--- config.mk ---
export PLATFORM = sky130hd
export DESIGN_NAME = fetch_queue
export DESIGN_NICKNAME = d
export VERILOG_FILES = /design/src/rtl/fetch_queue.sv
export SDC_FILE = /design/constraint.sdc
export NUM_CORES = 1
export LEC_CHECK = 0
export ABC_AREA = 1
export CAP_MARGIN = 20
export CORE_MARGIN = 10
export CORE_UTILIZATION = 35
export DETAILED_ROUTE_END_ITERATION = 8
export GPL_ROUTABILITY_DRIVEN = 0
export PLACE_DENSITY = 0.62
export SYNTH_ARGS = -nofsm -noshare
export SYNTH_HDL_FRONTEND = slang
export SYNTH_SLANG_ARGS = --single-unit
--- constraint.sdc ---
create_clock -name clk -period 5.1 [get_ports clk]
set_input_delay 1.02 -clock clk [delete_from_list [all_inputs] [get_ports clk]]
set_output_delay 1.02 -clock clk [all_outputs]
set_load 0.01 [all_outputs]
--- src/rtl/fetch_queue.sv ---
// fetch_queue -- instruction queue between the IF-stage PC block and ID.
//
// Captures (pc, inst) pairs from the fetch side, buffers up to DEPTH of them
// in a circular buffer and hands them to ID in order. Back-pressures the PC
// block through fetch_stall, clears on an exception flush and trims
// wrong-path entries on a taken branch while keeping the MIPS delay slot.
//
// Optional feature macro: FETCH_QUEUE_BYPASS_EN
//   When defined, an incoming pair on an empty queue is presented to ID in
//   the same cycle and is consumed without being written if ID takes it.
//
// Handshake: ID-side transfer happens on a rising edge where
//   id_valid && id_ready. Fetch side has no ready; a pair offered while
//   fetch_stall is high is dropped and the PC block re-presents it.
//
// Ports:
//   clk          rising-edge clock
//   rst          asynchronous active-low reset
//   flush        exception flush, empties the queue at the next edge
//   redirect     taken branch resolved by ID, only together with a pop
//   in_valid     fetch pair valid (rom_en)
//   in_pc        fetch-stage PC
//   in_inst      ROM data for in_pc
//   fetch_stall  queue full, to stall_pc
//   id_ready     ID accepts the head entry
//   id_valid     head entry valid
//   id_pc        head PC (0 when not valid)
//   id_inst      head instruction (0 when not valid)
//   count        occupancy, 0..DEPTH
module fetch_queue #(
  parameter int DEPTH      = 4,
  parameter int ADDR_WIDTH = 32,
  parameter int DATA_WIDTH = 32
) (
  input  logic                       clk,
  input  logic                       rst,
  input  logic                       flush,
  input  logic                       redirect,
  input  logic                       in_valid,
  input  logic [ADDR_WIDTH-1:0]      in_pc,
  input  logic [DATA_WIDTH-1:0]      in_inst,
  output logic                       fetch_stall,
  input  logic                       id_ready,
  output logic                       id_valid,
  output logic [ADDR_WIDTH-1:0]      id_pc,
  output logic [DATA_WIDTH-1:0]      id_inst,
  output logic [$clog2(DEPTH):0]     count
);

  localparam int PW = $clog2(DEPTH);
  localparam int CW = PW + 1;

  logic [ADDR_WIDTH-1:0] pc_mem   [DEPTH];
  logic [DATA_WIDTH-1:0] inst_mem [DEPTH];

  logic [PW-1:0] rd_ptr, wr_ptr;
  logic [CW-1:0] count_q;

  logic stored_valid;
  logic bypass;
  logic bypass_take;
  logic pop;
  logic push;
  logic redirect_cut;

  assign stored_valid = (count_q != '0);
  assign fetch_stall  = (count_q == CW'(DEPTH));
  assign count        = count_q;

`ifdef FETCH_QUEUE_BYPASS_EN
  assign bypass = ~stored_valid & in_valid & ~flush & ~redirect;
`else
  assign bypass = 1'b0;
`endif

  assign bypass_take = bypass & id_ready;
  assign pop         = stored_valid & id_ready;

  // Taken branch with entries left behind the delay slot: keep only the
  // delay slot and discard both the younger entries and the incoming pair.
  // With nothing behind the branch, the incoming pair is the delay slot and
  // goes through the normal push path.
  assign redirect_cut = redirect & pop & ~flush & (count_q >= CW'(2));

  assign push = in_valid & ~fetch_stall & ~flush & ~redirect_cut & ~bypass_take;

  // Outputs are forced to zero when nothing valid is presented so stale or
  // uninitialised storage never leaks out.
  always_comb begin
    id_valid = stored_valid | bypass;
    id_pc    = '0;
    id_inst  = '0;
    if (stored_valid) begin
      id_pc   = pc_mem[rd_ptr];
      id_inst = inst_mem[rd_ptr];
    end else if (bypass) begin
      id_pc   = in_pc;
      id_inst = in_inst;
    end
  end

  always_ff @(posedge clk) begin
    if (push) begin
      pc_mem[wr_ptr]   <= in_pc;
      inst_mem[wr_ptr] <= in_inst;
    end
  end

  always_ff @(posedge clk or negedge rst) begin
    if (!rst) begin
      rd_ptr  <= '0;
      wr_ptr  <= '0;
      count_q <= '0;
    end else if (flush) begin
      rd_ptr  <= '0;
      wr_ptr  <= '0;
      count_q <= '0;
    end else if (redirect_cut) begin
      rd_ptr  <= rd_ptr + PW'(1);
      wr_ptr  <= rd_ptr + PW'(2);
      count_q <= CW'(1);
    end else begin
      if (pop)  rd_ptr <= rd_ptr + PW'(1);
      if (push) wr_ptr <= wr_ptr + PW'(1);
      count_q <= count_q + CW'(push) - CW'(pop);
    end
  end

endmodule

== Word-level counts from Yosys, hierarchy flattened ==
Memories as Yosys holds them, arrays and structs flattened.
Cells that the tools add are included.

* Register bits: 7
* Bits in latches: 0
* RAM bits: 256
* ROM bits: 0
* Bits of input ports: 70
* Output and inout port bits: 69
* Word-level logic and storage cells: 37
* Memories: 2

{| class="wikitable"
|+ Memory list
! memory !! words !! width !! rd ports !! clocked after Yosys merged registers in !! wr ports !! line !! source
|-
| inst_mem || 4 || 32 || 1 || 0 || 1 || 54 || <nowiki>logic [DATA_WIDTH-1:0] inst_mem [DEPTH];</nowiki>
|-
| pc_mem || 4 || 32 || 1 || 0 || 1 || 53 || <nowiki>logic [ADDR_WIDTH-1:0] pc_mem [DEPTH];</nowiki>
|}

* $add $sub $neg: 5
* Multiply operators: 0
* Div/mod/pow operators: 0
* Magnitude comparators: 1
* Equality and inequality tests: 1
* Shift-type cells: 0
* Multiplexer cells: 12
* Bitwise gates (word level): 10
* Reductions and logical operators: 3

{| class="wikitable"
|+ Operators by type and width
! kind !! count
|-
| two-way mux 32 bit || 2
|-
| two-way mux 2 bit || 6
|-
| nonzero test 3 bit || 3
|-
| AND 1 bit || 7
|-
| two-way mux 3 bit || 2
|-
| adder 2 x 1 -> 2 bit, second input constant || 2
|-
| adder 3 x 1 -> 3 bit || 1
|-
| == test 3 bit, second input constant || 1
|-
| greater-or-equal comparator 3 x 2 -> 1 bit, second input constant || 1
|-
| NOT 1 bit || 3
|-
| subtractor 3 x 1 -> 3 bit || 1
|-
| adder 2 bit, second input constant || 1
|-
| two-way mux 1 bit || 2
|}

== Longest topological paths before layout ==
Gate-level depths: netlist of run 1.

* Depth after elaboration: 11
* Mapped depth: 12
* Depth with buffers taken out: 12

== Least setup slack after synthesis of run 1 ==
Ideal clock, no wire load.

* Path type: input port to flip-flop
* Start: input id_ready
* End: memory inst_mem[0][0] (enable)
* Library setup time: 0.487 ns
* Data arrival time: 4.108 ns
* Required time: 4.613 ns
* Setup slack: 0.506 ns
* Cell stages on the path: 5
* Buffers on the path: 0
* Cells stage by stage: inv_1 a21oi_4 nand3_2 nand3_1 nor2_1

* Cells in the longest elaborated chain, start to end: 8

{| class="wikitable"
|+ Ends and longest elaborated chain
! what !! line !! source
|-
| from (decl) || 43 || <nowiki>input logic id_ready,</nowiki>
|-
| AND 1 bit || 77 || <nowiki>assign pop = stored_valid & id_ready;</nowiki>
|-
| AND 1 bit (3 in series) || 83 || <nowiki>assign redirect_cut = redirect & pop & ~flush & (count_q >= CW'(2));</nowiki>
|-
| NOT 1 bit || 85 || <nowiki>assign push = in_valid & ~fetch_stall & ~flush & ~redirect_cut & ~bypass_take;</nowiki>
|-
| AND 1 bit || 85 ||
|-
| two-way mux 1 bit || 103 || <nowiki>if (push) begin</nowiki>
|-
| two-way mux 1 bit (not written as such) || 105 || <nowiki>inst_mem[wr_ptr] <= in_inst;</nowiki>
|-
| to (decl) || 54 ||
|}

No other way between the ends.

== Worst setup path after layout of run 1 ==
* Start: register rd_ptr[0]
* End: output id_pc[5]

* Cells in the longest elaborated chain, start to end: 2

{| class="wikitable"
|+ Ends and longest elaborated chain
! what !! line !! source
|-
| from (decl) || 56 || <nowiki>logic [PW-1:0] rd_ptr, wr_ptr;</nowiki>
|-
| from (signal assigned) || 119 || <nowiki>rd_ptr <= rd_ptr + PW'(1);</nowiki>
|-
| from (signal assigned) || 123 || <nowiki>if (pop) rd_ptr <= rd_ptr + PW'(1);</nowiki>
|-
| memory read (4 x 32 bit) || -- ||
|-
| two-way mux 32 bit || 93 || <nowiki>if (stored_valid) begin</nowiki>
|-
| to (decl) || 45 || <nowiki>output logic [ADDR_WIDTH-1:0] id_pc,</nowiki>
|}

No other way between the ends.

==> results.yml, run 1 <==
timing:
  min_period_ns: 4.09
  rsz0062_at_grt: "no"
  fin_ws_ns: 1.01
  finalSetupViolations: 0
  hold_viol: 0
  max_freq_ghz: 0.244
  finalCritPeriodShare_pct: 80.3
  slew_headroom_pct: 34.4
  tightest_slew_ns: 0.983
  maxSlewViolCount: 0
  tns_ns: 0
  fin_skew_ns: 0.0300
die:
  io_pins: 139
  coreArea_um2: 29600
  fp.dieH_um: 193
  core.rowCount: 63
  start_util_pct: 35.4
  die_w_um: 193
  die-area_um2: 37200
cells_and_area:
  area_growth_syn_to_layout_pct: 25.8
  drive_gt1_share_pct: 7.52
  fin_area_um2: 13200
  layout.nets: 1040
  finalNonFillerCells: 1375
synthesis:
  yosysMostFrequentCell: "nor2_1"
  postSynthCellCount: 827
  avgSynthCellArea_um2: 12.6
  synth_nets: 905
  ys_types: 23
  yosysSeqAreaShare_pct: 75.2
  yosys_warnings: 0
  yosysTopAreaCell: "edfxtp_1"
  ys_top_cells_by_area: "edfxtp_1, nor2_1, o21ai_1"
  synth_seq_cells: 263
  async_flop_share_pct: 2.66
  yosys_most_used_dff: "edfxtp_1"
  synth_common_cells: "nor2_1, edfxtp_1, o21ai_1"
  synth.top_cell.area_share_pct: 73.5
  synth-edff-count: 256
  netlist_area_um2: 10500
clock_network:
  clockRootBuffer: "clkbuf_16"
  insertion_delay_ns: 0.54
  cts_resized: 0
  numCtsBuffers: 28
  clock_sinks: 263
  clock_path_buffers: 3
  cts_hold_buf: 0
  postCtsSetupRepairBufs: 0
  h-tree-depth: 1
  path_clk_slew_ns: 0.06
  cts_tree: "built"
worst_setup_path:
  setup.worst_path.end_class: "output port"
  max_stage_delay_ns: 0.65
  critPathArrivalTime_ns: 3.07
  critPathMaxFanout: 90
  start_kind: "flip-flop"
  rrSetupSlack_ns: 2.37
  required_ns: 4.08
  path_cells: "inv_4 > buf_4 > o21ai_0 > a21oi_1 > clkdlybuf4s50_1"
  path_buf_inv: 3
  path_delay_family: "buffers and inverters"
  slowest_stage: "inv_4"
  worst-setup-path-type: "reg2out"
detailed_routing:
  wl_um: 25100
  drc: 0
  vias: 6516
  wl_per_cell_um: 18.2
  drt_iter0_drc: 441
  ant_nets: 0
  dr.pass1.iters: 4
  post_drt_via_cell_ratio: 4.74
grt:
  overflow: 0
  grt_pass1_vias: 6622
  grt_usage_pct: 13.3
  grt_pass1_wl_um: 38600
  grt_max_degree: 91
  antenna_found_initial: 2
flow_run:
  max-cap-violations: 0
place:
  post_dp_cell_area_um2: 12200
  numPortBuffers: 138
  placedCellCount: 1322
  dpl.hpwl_um: 15200
  place_ws_ns: 1.47
pwr:
  vdd_drop_max_mv: 0.361
  leakagePower_uw: 0.00445
  total_power_uw: 6710
  pwr_density_cell_nw_per_um2: 510
min_path:
  min_path_type: "reg2reg"
status:
  outcome: "completed"
[cell families (layout without fill, tap and decap cells)]
family / after synthesis / after routing / share of synthesized area, %
AO/OA/AOI/OAI: 196 / 196 / 9.48
flip-flops: 263 / 263 / 75.2
adder cells (fa/ha/maj): 8 / 8 / 1.03
other: 0 / 1 / 0
AND/OR/NAND/NOR: 290 / 290 / 10.6
XOR/XNOR: 1 / 1 / 0.0837
buffers and inverters: 69 / 226 / 3.65
[state kept, by name, indices dropped and copies added (netlist names)]
signal	flops
inst_mem	128
pc_mem	128
count	3
rd_ptr	2
wr_ptr	2
[power breakdown]
part / switching (uW) / internal (uW) / leakage (uW)
clock network: 814 / 1260 / 0.000465
registers: 52.8 / 2580 / 0.00241
logic: 1160 / 846 / 0.00157
total: 2030 / 4680 / 0.00445
[stage by stage]
stage / hold slack, ns / util, %
final: 0.553 / 44.5
after CTS: 0.558 / 44.5
after floorplan: 0.497 / -
after global placement: 0.537 / 41.2
after global routing: 0.603 / 44.5
after detailed placement: 0.542 / 41.3
[area by class of cell]
cell class	count	area, um^2
well taps	390	488
repair buffers	154	1510
flip-flops and latches	263	7870
diodes	1	2.50
clock inverters	22	251
inverters	20	77.6
clock buffers	30	708
multi-input cells	495	2250
fillers	2678	16400
[tightest hold or removal path: stages, from the launching register on]
cell and delay [ns]:
dfrtp_1 0.40, nand2_1 0.07, nand2_1 0.05
[final timing paths]
path,start,to,cells past startpoint
worst max-delay path,rd_ptr[0]$_DFFE_PN0P_,id_pc[5],5
worst min-delay path,wr_ptr[1]$_DFFE_PN0P_,wr_ptr[1]$_DFFE_PN0P_,2
worst max register to register,count[2]$_DFF_PN0_,pc_mem[1][0]$_DFFE_PP_,7
worst min register to register,wr_ptr[1]$_DFFE_PN0P_,wr_ptr[1]$_DFFE_PN0P_,2
max in group asynchronous,rst,rd_ptr[0]$_DFFE_PN0P_,1
min in group asynchronous,rst,count[0]$_DFF_PN0_,1
[per-layer routing]
layer,routed length (um),track usage [%],share of wire [%],vias up
met3,1970,3.13,7.9,32
met2,11900,22.0,48,198
met1,10700,17.4,43,3090
li1,-,-,-,3194
met4,484,2.92,1.9,2
met5,11,0,0.044,-
[layout by cell type (no fill, tap or decap)]
| cell type | n |
|---|---|
| nor2_1 | 262 |
| edfxtp_1 | 256 |
| clkdlybuf4s50_1 | 138 |
| o21ai_1 | 73 |
| a21oi_1 | 65 |
| o21ai_0 | 57 |
| clkbuf_16 | 28 |
| inv_1 | 16 |
| nand2_1 | 15 |
| buf_4 | 15 |
| ha_1 | 7 |
| clkinv_2 | 7 |
| nand3_1 | 5 |
| bufinv_16 | 5 |
| clkinv_1 | 5 |
| dfrtp_1 | 5 |
| nor2_4 | 4 |
| inv_2 | 3 |
| clkinvlp_4 | 3 |
| nand4_1 | 2 |
| clkbuf_1 | 2 |
| diode_2 | 1 |
| nor2_2 | 1 |
| a21oi_4 | 1 |
| nand3_2 | 1 |
| inv_4 | 1 |
| xnor2_1 | 1 |
| fa_1 | 1 |
| clkinv_8 | 1 |
| inv_6 | 1 |
| buf_12 | 1 |
| dfrtp_4 | 1 |
| dfrtp_2 | 1 |
Note: power is estimated with default switching activity, not from simulation.
==> run 2: changes to the inputs <==
PLACE_DENSITY = 0.64   (was 0.62)
clock period = 3.37 ns   (was 5.1 ns; I/O delays follow)
==> run 2 against run 1 <==
  * Core utilization increased by 0.43 points
  * Setup slack got worse by 0.85 ns
  * Global-route usage decreased by 0.58 points
  * Final cell count increased by 0.36%
  * Combinational power increased by 53%
  * Critical path depth unchanged
  * Via count increased by 0.75%
  * Clock skew decreased by 0.0065 ns
  * Sequential cell count unchanged
  * Count of clock-buffer cells in the layout increased by 4
  * Largest power group unchanged
==> results.yml, run 2 (same netlist as run 1, synthesis figures left out) <==
die:
  start_util_pct: 35.4
  die_w_um: 193
  core.rowCount: 63
  fp.dieH_um: 193
  io_pins: 139
  coreArea_um2: 29600
  die-area_um2: 37200
pwr:
  pwr_density_cell_nw_per_um2: 761
  leakagePower_uw: 0.00449
  total_power_uw: 10100
  vdd_drop_max_mv: 0.457
cells_and_area:
  layout.nets: 1044
  finalNonFillerCells: 1380
  layout_commonest_cell: "nor2_1"
  fin_area_um2: 13300
  seqCellArea_um2: 7870
  fillers: 2646
  final_cell_mix: "nor2_1, edfxtp_1, clkdlybuf4s50_1"
  multi_input_area_um2: 2250
  drive_gt1_share_pct: 6.89
  area_growth_syn_to_layout_pct: 27.0
clock_network:
  clock_path_buffers: 3
  insertion_delay_ns: 0.54
  numCtsBuffers: 29
  clockRootBuffer: "clkbuf_16"
  cts_tree: "built"
  cts_hold_buf: 0
  path_clk_slew_ns: 0.06
  h-tree-depth: 1
  clock_sinks: 263
detailed_routing:
  vias: 6565
  dr.pass1.iters: 7
  wl_um: 24000
  drc: 0
  ant_nets: 0
  post_drt_via_cell_ratio: 4.76
  wl_per_cell_um: 17.4
  drt_iter0_drc: 409
grt:
  grtUsageMet2_pct: 22.4
  antenna_found_initial: 3
  grt_pass1_wl_um: 37400
  grt_pass1_vias: 6836
  overflow: 0
  grt_max_degree: 81
  busiest_layer: "met2"
  grt_usage_pct: 12.7
  met3_usage_pct: 3.13
  globalRouteMet1Util_pct: 15.3
worst_setup_path:
  r2r-end: "count[2]$_DFF_PN0_"
  critPathMaxFanout: 80
  required_ns: 2.70
  critPathArrivalTime_ns: 2.53
  setup.worst_path.end_class: "output port"
  rrSetupSlack_ns: 1.02
  timing.rr.start: "count[1]$_DFF_PN0_"
  start_kind: "flip-flop"
  r2r_cells: 12
  worst-setup-path-type: "reg2out"
timing:
  finalSetupViolations: 0
  maxSlewViolCount: 0
  finalCritPeriodShare_pct: 95.2
  min_period_ns: 3.21
  rsz0062_at_grt: "no"
  tightest_slew_ns: 0.568
  fin_skew_ns: 0.0235
  hold_viol: 0
  max_freq_ghz: 0.312
  slew_headroom_pct: 62.0
place:
  post_dp_cell_area_um2: 12300
  numPortBuffers: 138
  dpl.hpwl_um: 13900
  placedCellCount: 1325
flow_run:
  max-cap-violations: 0
min_path:
  min_path_type: "in2async"
status:
  outcome: "completed"
==> run 2: per-layer routing <==
layer | share of wire, % | up-vias
met5 | 0 | -
met1 | 43 | 3185
li1 | - | 3203
met2 | 49 | 145
met4 | 1.8 | 0
met3 | 6.2 | 32
==> run 2: repair_timing <==
action                     4_1_cts  5_1_grt
buffers inserted                 0        0
setup endpoints to repair        0        2
gates resized for setup          0        3
==> run 2: area by class of cell <==
cell class,count,area share (%)
Clock inverter,18,1.36
Inverter,20,0.603
Multi-Input combinational cell,495,16.9
Antenna cell,3,0.0565
Tap cell,390,3.67
Timing Repair Buffer,157,12.6
Clock buffer,34,5.60
Sequential cell,263,59.2
==> run 2: worst max-delay path: stages, from the launching register on <==
cell and delay, ns:
dfrtp_4 0.55, inv_4 0.11, buf_12 0.31, o21ai_0 0.15, a21oi_1 0.26, clkdlybuf4s50_1 0.60
==> run 2: worst max path at each step <==
stage / startpoint / endpoint / slack, ns / depth (start not counted)
2_1_floorplan: id_ready / inst_mem[0][0]$_DFFE_PP_ / -0.88 / 5
3_3_place_gp: id_ready / count[2]$_DFF_PN0_ / 0.53 / 12
3_5_place_dp: id_ready / count[2]$_DFF_PN0_ / 0.51 / 12
4_1_cts: count[1]$_DFF_PN0_ / id_inst[18] / 0.11 / 6
5_1_grt: count[1]$_DFF_PN0_ / id_inst[19] / 0.005 / 6
6_report: rd_ptr[0]$_DFFE_PN0P_ / id_inst[18] / 0.16 / 5
==> run 2: metrics by stage <==
step	utilization, %	hold WS, ns	worst slack (ns)	TNS (ns)
2_1_floorplan	-	0.378	-0.878	-224.80
3_5_place_dp	41.8	0.537	0.505	0
3_3_place_gp	41.8	0.530	0.526	0
6_report	44.9	0.388	0.161	0
4_1_cts	44.9	0.372	0.112	0
5_1_grt	44.9	0.390	0.00471	0
==> run 2: report_power, final <==
part	internal, uW	switching [uW]
Sequential	3900	88.2
Clock	1860	1190
Combinational	1340	1740
==> run 3: changes to the inputs <==
SLEW_MARGIN = 5   (was unset)
==> results of run 3 <==
Final layout, timing and power as in run 2 (identical DEF).
